<file path="config.mk">
export PLATFORM = sky130hd
export DESIGN_NAME = mem_bist_ctrl16_8
export DESIGN_NICKNAME = d
export VERILOG_FILES = /design/src/rtl/mem_bist_ctrl16_8.sv
export SDC_FILE = /design/constraint.sdc
export NUM_CORES = 1
export LEC_CHECK = 0
export CORE_ASPECT_RATIO = 1.5
export CORE_UTILIZATION = 40
export DETAILED_ROUTE_END_ITERATION = 16
export PLACE_DENSITY = 0.76
export SLEW_MARGIN = 40
export SYNTH_ARGS = -nofsm -noshare
export SYNTH_HDL_FRONTEND = slang
export SYNTH_SLANG_ARGS = --single-unit
</file>
<file path="constraint.sdc">
create_clock -name clk -period 2.05 [get_ports clk]
set_input_delay 0.205 -clock clk [delete_from_list [all_inputs] [get_ports clk]]
set_output_delay 0.205 -clock clk [all_outputs]
set_load 0.02 [all_outputs]
</file>
<file path="src/rtl/mem_bist_ctrl16_8.sv">
// -----------------------------------------------------------------------------
// mem_bist_ctrl16_8
//
// Built-in self-test master for the 16x8 memory unit. A start pulse accepted
// in IDLE launches one run:
//   WRITE : write pattern(a) = SEED + a to every address, 0 .. depth-1
//   READ  : read every address back, 0 .. depth-1
//   DRAIN : one extra cycle to compare the response to the last read
//   DONE  : single-cycle done pulse, pass/err_count/first_err_addr final
// Every read is compared one cycle after it is issued, against the pattern
// of the address it was issued for. A missing data-valid counts as an error.
//
// Optional feature (compile-time macro MEM_BIST_INV_PASS_EN):
//   When defined, DRAIN is followed by a second WRITE/READ/DRAIN pass using
//   the bit-inverted pattern ~pattern(a). Errors accumulate over both passes
//   and first_err_addr reports the earliest failure of either pass.
//   When undefined, only the single pass exists.
//
// Ports:
//   clk            in   rising-edge clock
//   rst_n          in   asynchronous active-low reset
//   start          in   begin a run; sampled only in IDLE
//   mem_rw         out  0 = write, 1 = read
//   mem_addr       out  memory address (ADDR_W)
//   mem_wdata      out  memory write data (DATA_W)
//   mem_rdata      in   memory read data (DATA_W)
//   mem_rvalid     in   memory read data valid
//   busy           out  high from start acceptance through the drain cycle
//   done           out  single-cycle completion pulse
//   pass           out  1 = zero errors; set at completion, cleared on start
//   err_count      out  mismatch count of the current/last run (ADDR_W+2)
//   first_err_addr out  address of the first mismatch, 0 if none (ADDR_W)
// -----------------------------------------------------------------------------
module mem_bist_ctrl16_8 #(
  parameter int                 ADDR_W = 4,
  parameter int                 DATA_W = 8,
  parameter logic [DATA_W-1:0]  SEED   = DATA_W'(8'hA5)
) (
  input  logic                clk,
  input  logic                rst_n,
  input  logic                start,
  output logic                mem_rw,
  output logic [ADDR_W-1:0]   mem_addr,
  output logic [DATA_W-1:0]   mem_wdata,
  input  logic [DATA_W-1:0]   mem_rdata,
  input  logic                mem_rvalid,
  output logic                busy,
  output logic                done,
  output logic                pass,
  output logic [ADDR_W+1:0]   err_count,
  output logic [ADDR_W-1:0]   first_err_addr
);

  localparam logic [ADDR_W-1:0] LAST_ADDR = '1;

  typedef enum logic [2:0] {
    ST_IDLE,
    ST_WRITE,
    ST_READ,
    ST_DRAIN,
`ifdef MEM_BIST_INV_PASS_EN
    ST_WRITE_INV,
    ST_READ_INV,
    ST_DRAIN_INV,
`endif
    ST_DONE
  } state_t;

  state_t              state_q;
  state_t              state_d;

  logic [ADDR_W-1:0]   addr_q;
  logic [DATA_W-1:0]   wdata_q;

  logic                exp_valid_q;
  logic [ADDR_W-1:0]   exp_addr_q;
  logic                exp_inv;

  logic [ADDR_W+1:0]   err_count_q;
  logic [ADDR_W+1:0]   err_count_d;
  logic [ADDR_W-1:0]   first_err_q;
  logic                pass_q;

  logic                accept;
  logic                addr_last;
  logic                is_write;
  logic                is_read;
  logic                write_inv;
  logic                read_inv;
  logic                final_drain;
  logic                err_now;
  logic [DATA_W-1:0]   exp_data;

  // Test pattern for address a; inv selects the bit-inverted variant.
  function automatic logic [DATA_W-1:0] pattern(input logic [ADDR_W-1:0] a,
                                                input logic              inv);
    logic [DATA_W-1:0] p;
    p = SEED + DATA_W'(a);
    return inv ? ~p : p;
  endfunction

  // ---------------------------------------------------------------------------
  // State decode
  // ---------------------------------------------------------------------------
  assign accept    = (state_q == ST_IDLE) && start;
  assign addr_last = (addr_q == LAST_ADDR);

`ifdef MEM_BIST_INV_PASS_EN
  logic exp_inv_q;

  assign is_write    = (state_q == ST_WRITE) || (state_q == ST_WRITE_INV);
  assign is_read     = (state_q == ST_READ)  || (state_q == ST_READ_INV);
  assign write_inv   = (state_q == ST_WRITE_INV);
  assign read_inv    = (state_q == ST_READ_INV);
  assign final_drain = (state_q == ST_DRAIN_INV);
  assign exp_inv     = exp_inv_q;
`else
  assign is_write    = (state_q == ST_WRITE);
  assign is_read     = (state_q == ST_READ);
  assign write_inv   = 1'b0;
  assign read_inv    = 1'b0;
  assign final_drain = (state_q == ST_DRAIN);
  assign exp_inv     = 1'b0;
`endif

  // ---------------------------------------------------------------------------
  // FSM: state register
  // ---------------------------------------------------------------------------
  always_ff @(posedge clk or negedge rst_n) begin
    if (!rst_n) begin
      state_q <= ST_IDLE;
    end else begin
      state_q <= state_d;
    end
  end

  // ---------------------------------------------------------------------------
  // FSM: next-state logic
  // ---------------------------------------------------------------------------
  always_comb begin
    state_d = state_q;
    unique case (state_q)
      ST_IDLE:      if (start)     state_d = ST_WRITE;
      ST_WRITE:     if (addr_last) state_d = ST_READ;
      ST_READ:      if (addr_last) state_d = ST_DRAIN;
`ifdef MEM_BIST_INV_PASS_EN
      ST_DRAIN:                    state_d = ST_WRITE_INV;
      ST_WRITE_INV: if (addr_last) state_d = ST_READ_INV;
      ST_READ_INV:  if (addr_last) state_d = ST_DRAIN_INV;
      ST_DRAIN_INV:                state_d = ST_DONE;
`else
      ST_DRAIN:                    state_d = ST_DONE;
`endif
      ST_DONE:                     state_d = ST_IDLE;
      default:                     state_d = ST_IDLE;
    endcase
  end

  // ---------------------------------------------------------------------------
  // FSM: outputs
  // ---------------------------------------------------------------------------
  always_comb begin
    mem_rw = 1'b1;
    busy   = 1'b0;
    done   = 1'b0;
    if (is_write) begin
      mem_rw = 1'b0;
    end
    if ((state_q != ST_IDLE) && (state_q != ST_DONE)) begin
      busy = 1'b1;
    end
    if (state_q == ST_DONE) begin
      done = 1'b1;
    end
  end

  // ---------------------------------------------------------------------------
  // Address and write-data generator. Write data is precomputed for the
  // address presented next, so the memory port is driven straight from flops.
  // The address only wraps when a write sweep hands over to its read sweep;
  // the read sweep leaves it parked on the last address through DRAIN.
  // ---------------------------------------------------------------------------
  always_ff @(posedge clk or negedge rst_n) begin
    if (!rst_n) begin
      addr_q  <= '0;
      wdata_q <= '0;
    end else if (accept) begin
      addr_q  <= '0;
      wdata_q <= pattern('0, 1'b0);
    end else if (is_write) begin
      if (addr_last) begin
        addr_q <= '0;
      end else begin
        addr_q  <= addr_q + 1'b1;
        wdata_q <= pattern(addr_q + 1'b1, write_inv);
      end
    end else if (is_read) begin
      if (!addr_last) begin
        addr_q <= addr_q + 1'b1;
      end
`ifdef MEM_BIST_INV_PASS_EN
    end else if (state_q == ST_DRAIN) begin
      addr_q  <= '0;
      wdata_q <= pattern('0, 1'b1);
`endif
    end
  end

  assign mem_addr  = addr_q;
  assign mem_wdata = wdata_q;

  // ---------------------------------------------------------------------------
  // Read expectation pipeline: the memory answers one cycle after the read is
  // issued, so the issued address (and which pattern it belongs to) is delayed
  // by one stage to line up with the returning data.
  // ---------------------------------------------------------------------------
  always_ff @(posedge clk or negedge rst_n) begin
    if (!rst_n) begin
      exp_valid_q <= 1'b0;
      exp_addr_q  <= '0;
`ifdef MEM_BIST_INV_PASS_EN
      exp_inv_q   <= 1'b0;
`endif
    end else begin
      exp_valid_q <= is_read;
      exp_addr_q  <= addr_q;
`ifdef MEM_BIST_INV_PASS_EN
      exp_inv_q   <= read_inv;
`endif
    end
  end

  // Compare: a missing valid is as much an error as wrong data.
  always_comb begin
    exp_data    = pattern(exp_addr_q, exp_inv);
    err_now     = exp_valid_q && (!mem_rvalid || (mem_rdata != exp_data));
    err_count_d = err_count_q;
    if (err_now) begin
      err_count_d = err_count_q + 1'b1;
    end
  end

  // ---------------------------------------------------------------------------
  // Result registers. pass is computed from the count including the final
  // compare in the drain cycle, so it is already valid while done is high.
  // ---------------------------------------------------------------------------
  always_ff @(posedge clk or negedge rst_n) begin
    if (!rst_n) begin
      err_count_q <= '0;
      first_err_q <= '0;
      pass_q      <= 1'b0;
    end else if (accept) begin
      err_count_q <= '0;
      first_err_q <= '0;
      pass_q      <= 1'b0;
    end else begin
      err_count_q <= err_count_d;
      if (err_now && (err_count_q == '0)) begin
        first_err_q <= exp_addr_q;
      end
      if (final_drain) begin
        pass_q <= (err_count_d == '0);
      end
    end
  end

  assign err_count      = err_count_q;
  assign first_err_addr = first_err_q;
  assign pass           = pass_q;

endmodule
</file>
=== Word-level counts from Yosys, hierarchy flattened ===
Cells that the tools add are included.

* Flip-flop bits (word level): 31
* Latch bits: 0
* Bits in writable memories: 0
* Memory bits (read-only): 0
* Output and inout bits: 26
* Logic and storage cells: 62
* Memories: 0

* Add/subtract/negate cells: 4
* Multiply operators: 0
* Divide/modulo/power cells: 0
* $lt $le $gt $ge: 0
* Equality and inequality tests: 12
* Shift-type cells: 0
* Mux-type cells: 21
* Bitwise operators: 0
* Reductions and logical operators: 17

{| class="wikitable"
|+ Operators by type and width
! kind !! count
|-
| 4-bit two-way mux || 7
|-
| 8-bit two-way mux || 3
|-
| 8-bit by 4-bit adder with 8-bit output, first input constant || 2
|-
| 6-bit zero test || 2
|-
| 6-bit two-way mux || 2
|-
| 3-bit one-hot mux with 4 select lines || 1
|-
| 3-bit two-way mux || 3
|-
| 2-bit != test, second input constant || 4
|-
| 8-bit != test || 1
|-
| 6-bit by 1-bit adder with 6-bit output, second input constant || 1
|-
| 3-bit by 2-bit == test with 1-bit output, second input constant || 2
|-
| 2-bit nonzero test || 3
|-
| 3-bit nonzero test || 2
|-
| 1-bit two-way mux || 5
|-
| 4-bit by 1-bit adder with 4-bit output, second input constant || 1
|-
| 4-bit == test, second input constant || 1
|-
| 1-bit logical AND || 4
|-
| 2-bit AND reduction || 2
|-
| 3-bit by 1-bit == test with 1-bit output, second input constant || 1
|-
| 3-bit == test, second input constant || 1
|-
| 3-bit zero test || 1
|-
| 3-bit by 2-bit != test with 1-bit output, second input constant || 1
|-
| 3-bit != test, second input constant || 1
|-
| 3-bit AND reduction || 1
|-
| 2 further kinds || 2
|}

=== Logic depth before layout (Yosys ltp) ===
Gate-level depths: netlist (run 1).

* Word-level depth: 8
* Depth in mapped cells: 9
* Gate-level depth less buffers: 8

=== Worst setup path before layout (run 1) ===
Ideal clock, no wire load.

* Path type: reg-to-reg
* Start point: reg exp_addr_q[0]
* End point: reg pass_q, in the netlist pass
* Arrival: 1968 ps
* Data required time: 1916 ps
* Slack: -51 ps
* Cell stages (with the launch flop): 8
* Path buffers: 0
* Period minus slack after synthesis: 2101 ps
* Cell sequence: dfrtp_1 ha_1 nor4b_1 a21oi_4 o21ai_4 mux2_2 o211ai_1 a21oi_1

* Cells in the longest elaborated chain, start to end: 8

{| class="wikitable"
|+ Ends and longest elaborated chain
! what !! RTL line !! text
|-
| from (decl) || 76 || <nowiki>logic [ADDR_W-1:0] exp_addr_q;</nowiki>
|-
| from (signal assigned) || 226 || <nowiki>exp_addr_q <= addr_q;</nowiki>
|-
| 8-bit by 4-bit adder with 8-bit output || 98 || <nowiki>p = SEED + DATA_W'(a);</nowiki>
|-
| 8-bit != test || 236 || <nowiki>err_now = exp_valid_q && (!mem_rvalid || (mem_rdata != exp_data));</nowiki>
|-
| 1-bit logical OR || 236 ||
|-
| 1-bit logical AND || 236 ||
|-
| 6-bit two-way mux || 238 || <nowiki>if (err_now) begin</nowiki>
|-
| 6-bit zero test || 262 || <nowiki>pass_q <= (err_count_d == '0);</nowiki>
|-
| 1-bit two-way mux || 261 || <nowiki>if (final_drain) begin</nowiki>
|-
| 1-bit two-way mux || 252 || <nowiki>end else if (accept) begin</nowiki>
|-
| to (signal assigned) || 262 ||
|-
| to (decl) || 82 || <nowiki>logic pass_q;</nowiki>
|}

No other way between the ends. The select of a mux whose other input is x is not followed.
A chain may end at the register's enable or synchronous reset.

=== Worst setup path after layout (run 1) ===
* Start point: reg exp_addr_q[0]
* End point: reg first_err_q[2], in the netlist first_err_addr[2]

* Cells in the longest elaborated chain, start to end: 6

{| class="wikitable"
|+ Ends and longest elaborated chain
! what !! RTL line !! text
|-
| 8-bit by 4-bit adder with 8-bit output || 98 ||
|-
| 8-bit != test || 236 ||
|-
| 1-bit logical OR || 236 ||
|-
| 1-bit logical AND || 236 ||
|-
| 1-bit logical AND || 258 || <nowiki>if (err_now && (err_count_q == '0)) begin</nowiki>
|-
| 2-bit nonzero test (no source line) || -- ||
|-
| to (signal assigned) || 259 || <nowiki>first_err_q <= exp_addr_q;</nowiki>
|-
| to (decl) || 81 || <nowiki>logic [ADDR_W-1:0] first_err_q;</nowiki>
|}

No other way between the ends.

==> flow_summary.yaml, run 1 <==
clocking:
  clkTransAtPathRegs_ns: 0.06
  cts.sinks: 29
  cts-root-buf: "clkbuf_8"
  cts_tree: "built"
  ctsHoldBuffers: 0
  clock_path_buffers: 2
  htree_levels: 2
  cts_buffers: 5
  insertion_delay_ns: 0.28
  postCtsSetupBuffers: 0
critical_path:
  critPathLaunchType: "flip-flop"
  worstPathRequired_ns: 2.21
  reg2reg_from: "exp_addr_q[0]$_DFF_PN0_"
  path_max_fanout: 4
  critical_path_class: "flip-flop to flip-flop"
  crit_path_end_kind: "flip-flop"
  cp_data_arrival_time_ns: 2.19
  worstSetupStartpoint: "exp_addr_q[0]$_DFF_PN0_"
timing:
  grt_setup_unrepaired: "true"
  finalSetupViolCount: 0
  hold_violations: 0
  finClkSkew_ns: 0.005785
  setup_ws_ns: 0.02786
  max_freq_mhz: 494.5
  fin_crit_sh_pct: 98.64
  tns_ns: 0
  fin_crit_ns: 2.022
  drv_slew: 0
placed_design:
  io_buffers: 36
  hpwl_um: 2318
  place_ws_ns: -0.08218
  globalplace.congestion: 0.7751
  dpl.cell_count: 243
synthesis:
  syn_area_per_cell_um2: 9.582
  async_flop_share_pct: 100.0
  synth_top_area_share_pct: 46.18
  synthTopCellsByCount: "29 x dfrtp_1, 24 x nor2_1, 13 x nand2_1, 10 x o21ai_0, 9 x xnor2_1"
  synth-edff-count: 0
  seq_area_frac_synth_pct: 46.18
  post-synth-top-count-cell: "dfrtp_1"
  synth_nets: 182
  synth_warnings: 0
  synth_area_leaders: "dfrtp_1 46%, nor2_1 5.7%, xnor2_1 5.0%"
  synth_top_area_cell: "dfrtp_1"
  ys_ff_latch: 29
  synth_cell_types: 35
  synth_area_mm2: 0.001572
  synth_ff_type: "dfrtp_1"
  postSynthCellCount: 164
routing:
  via_per_inst: 4.996
  finalWirelength_um: 3204
  routedWlPerCell_um: 12.76
  num_vias: 1254
  drt_pass1_iterations: 4
  drt_iter0_markers: 18
  drc: 0
  final_antenna_net_count: 0
power_and_ir_drop:
  comb_power_share_pct: 49.7
  p_seq_share_pct: 33.9
  p_int_uw: 1661
  powerDensity_mw_per_mm2: 1301
  p_clk_share_pct: 16.5
  ir_drop_uv: 844.2
  power.leakage_uw: 0.0009593
  power_switching_uw: 1082
  swShare_pct: 39.46
global_routing:
  grt_max_degree: 30
  grt_overflow: 0
  antenna_found_initial: 0
  first_global_vias: 1294
  grt_first_pass_wirelength_um: 5727
  track_usage_pct: 18.78
flow_run:
  maxCapViolations: 0
run_status:
  outcome: "finished clean"
floorplan:
  start_util_pct: 42.29
  core_mm2: 0.003716
  ios: 38
  die_y_um: 78.77
  die_x_um: 53.18
  rows: 27
  dieArea_mm2: 0.004188
cells_and_area:
  drive_above_1_share_pct: 10.58
  area_delta_synth_final_pct: 34.16
  diodes: 0
  fin_util_pct: 56.73
  final_cells: 251
  nets: 225
min_path:
  hold_class: "input port to async pin"
[through the flow]
step	instance area [um2]	hold WS [ns]	total power [uW]
finish	2108	0.2998	2743
global route	2108	0.3535	2974
CTS	2108	0.3092	2779
detailed placement	2023	0.4899	2309
global placement	2023	0.4842	2288
floorplan	1578	-0.09059	1788
[critical path, stage by stage, from the launching register on]
cell and delay [ns]:
dfrtp_1 0.38, ha_1 0.25, xnor2_1 0.14, a21o_1 0.21, a21oi_4 0.20, o21ai_4 0.08
or3_4 0.41, mux2i_1 0.17, nor2_1 0.06
[state kept, by name, indices dropped and copies added (netlist names)]
signal          count
mem_addr            4
exp_valid_q         1
state_q             3
exp_addr_q          4
err_count           6
mem_wdata           6
pass                1
first_err_addr      4
[final cells by class]
| type | instances | area [um2] |
|---|---|---|
| Clock buffer | 8 | 80.08 |
| Multi-Input combinational cell | 121 | 793.3 |
| Inverter | 6 | 22.52 |
| Tap cell | 43 | 53.80 |
| Sequential cell | 29 | 725.7 |
| Fill cell | 335 | 1608 |
| Timing Repair Buffer | 44 | 432.9 |
[per-layer routing]
metal | vias to the layer above | track usage [%] | part of all wire (%)
met2 | 22 | 31.39 | 52
met4 | 0 | 9.474 | 1.8
met3 | 5 | 4.598 | 3.2
met5 | - | 0 | 0
met1 | 591 | 21.50 | 43
li1 | 636 | - | -
[kinds of logic (layout without fill, tap and decap cells)]
family | Yosys count | count (layout) | share of synthesized area, %
compound gates | 26 | 26 | 10.91
xor+xnor | 14 | 14 | 7.803
fa+ha+maj | 6 | 6 | 4.777
buf+inv | 14 | 58 | 4.378
flops | 29 | 29 | 46.18
mux | 8 | 8 | 5.255
other cells | 1 | 1 | 0.2386
simple gates | 66 | 66 | 20.46
[power by group through the flow]
stage | Sequential [uW] | Combinational (uW) | Clock (uW)
after CTS | 933 | 1380 | 469
after floorplan | 1060 | 726 | 0
after global routing | 958 | 1520 | 494
after detailed placement | 942 | 1370 | 0
after global placement | 939 | 1350 | 0
final | 930 | 1360 | 451
[placed cells by master, fill, tap and decap left out, drive strengths merged, types with 2 or more instances in the layout]
master         synthesis  layout
ha                     6       6
o21ai                 11      11
o211ai                 2       2
nor3                   4       4
a21oi                  8       8
nand2                 13      13
a21o                   2       2
or3                    2       2
nand2b                 4       4
nor3b                  2       2
dfrtp                 29      29
inv                    6       6
clkbuf                 4       8
nand3b                 3       3
xor2                   5       5
xnor2                  9       9
mux2                   2       2
nand3                  5       5
nand4                  3       3
mux2i                  6       6
or2                    2       2
nor2                  24      24
buf                    4       8
clkdlybuf4s50          0      36
[repair_timing]
action | in CTS | in global routing
pin swaps | 4 | 2
endpoints found under the setup margin | 5 | 7
resized for setup | 1 | 0
[path summary, 6_finish.rpt]
kind | to | slack (ns) | cells past startpoint
setup / recovery | first_err_addr[2]$_DFFE_PN0P_ | 0.03 | 8
hold / removal | mem_wdata[1]$_DFFE_PN0P_ | 0.30 | 2
setup reg to reg | first_err_addr[2]$_DFFE_PN0P_ | 0.03 | 8
hold reg to reg | mem_wdata[5]$_DFFE_PN0P_ | 0.50 | 2
max in group asynchronous | err_count[2]$_DFF_PN0_ | 1.47 | 2
min in group clk | mem_wdata[5]$_DFFE_PN0P_ | 0.50 | 2
Note: power is estimated with default switching activity, not from simulation.
==> run 2: changes to the inputs <==
CAP_MARGIN = 5   (was not set)
==> results of run 2 <==
Final layout, timing and power as in run 1 (identical DEF).
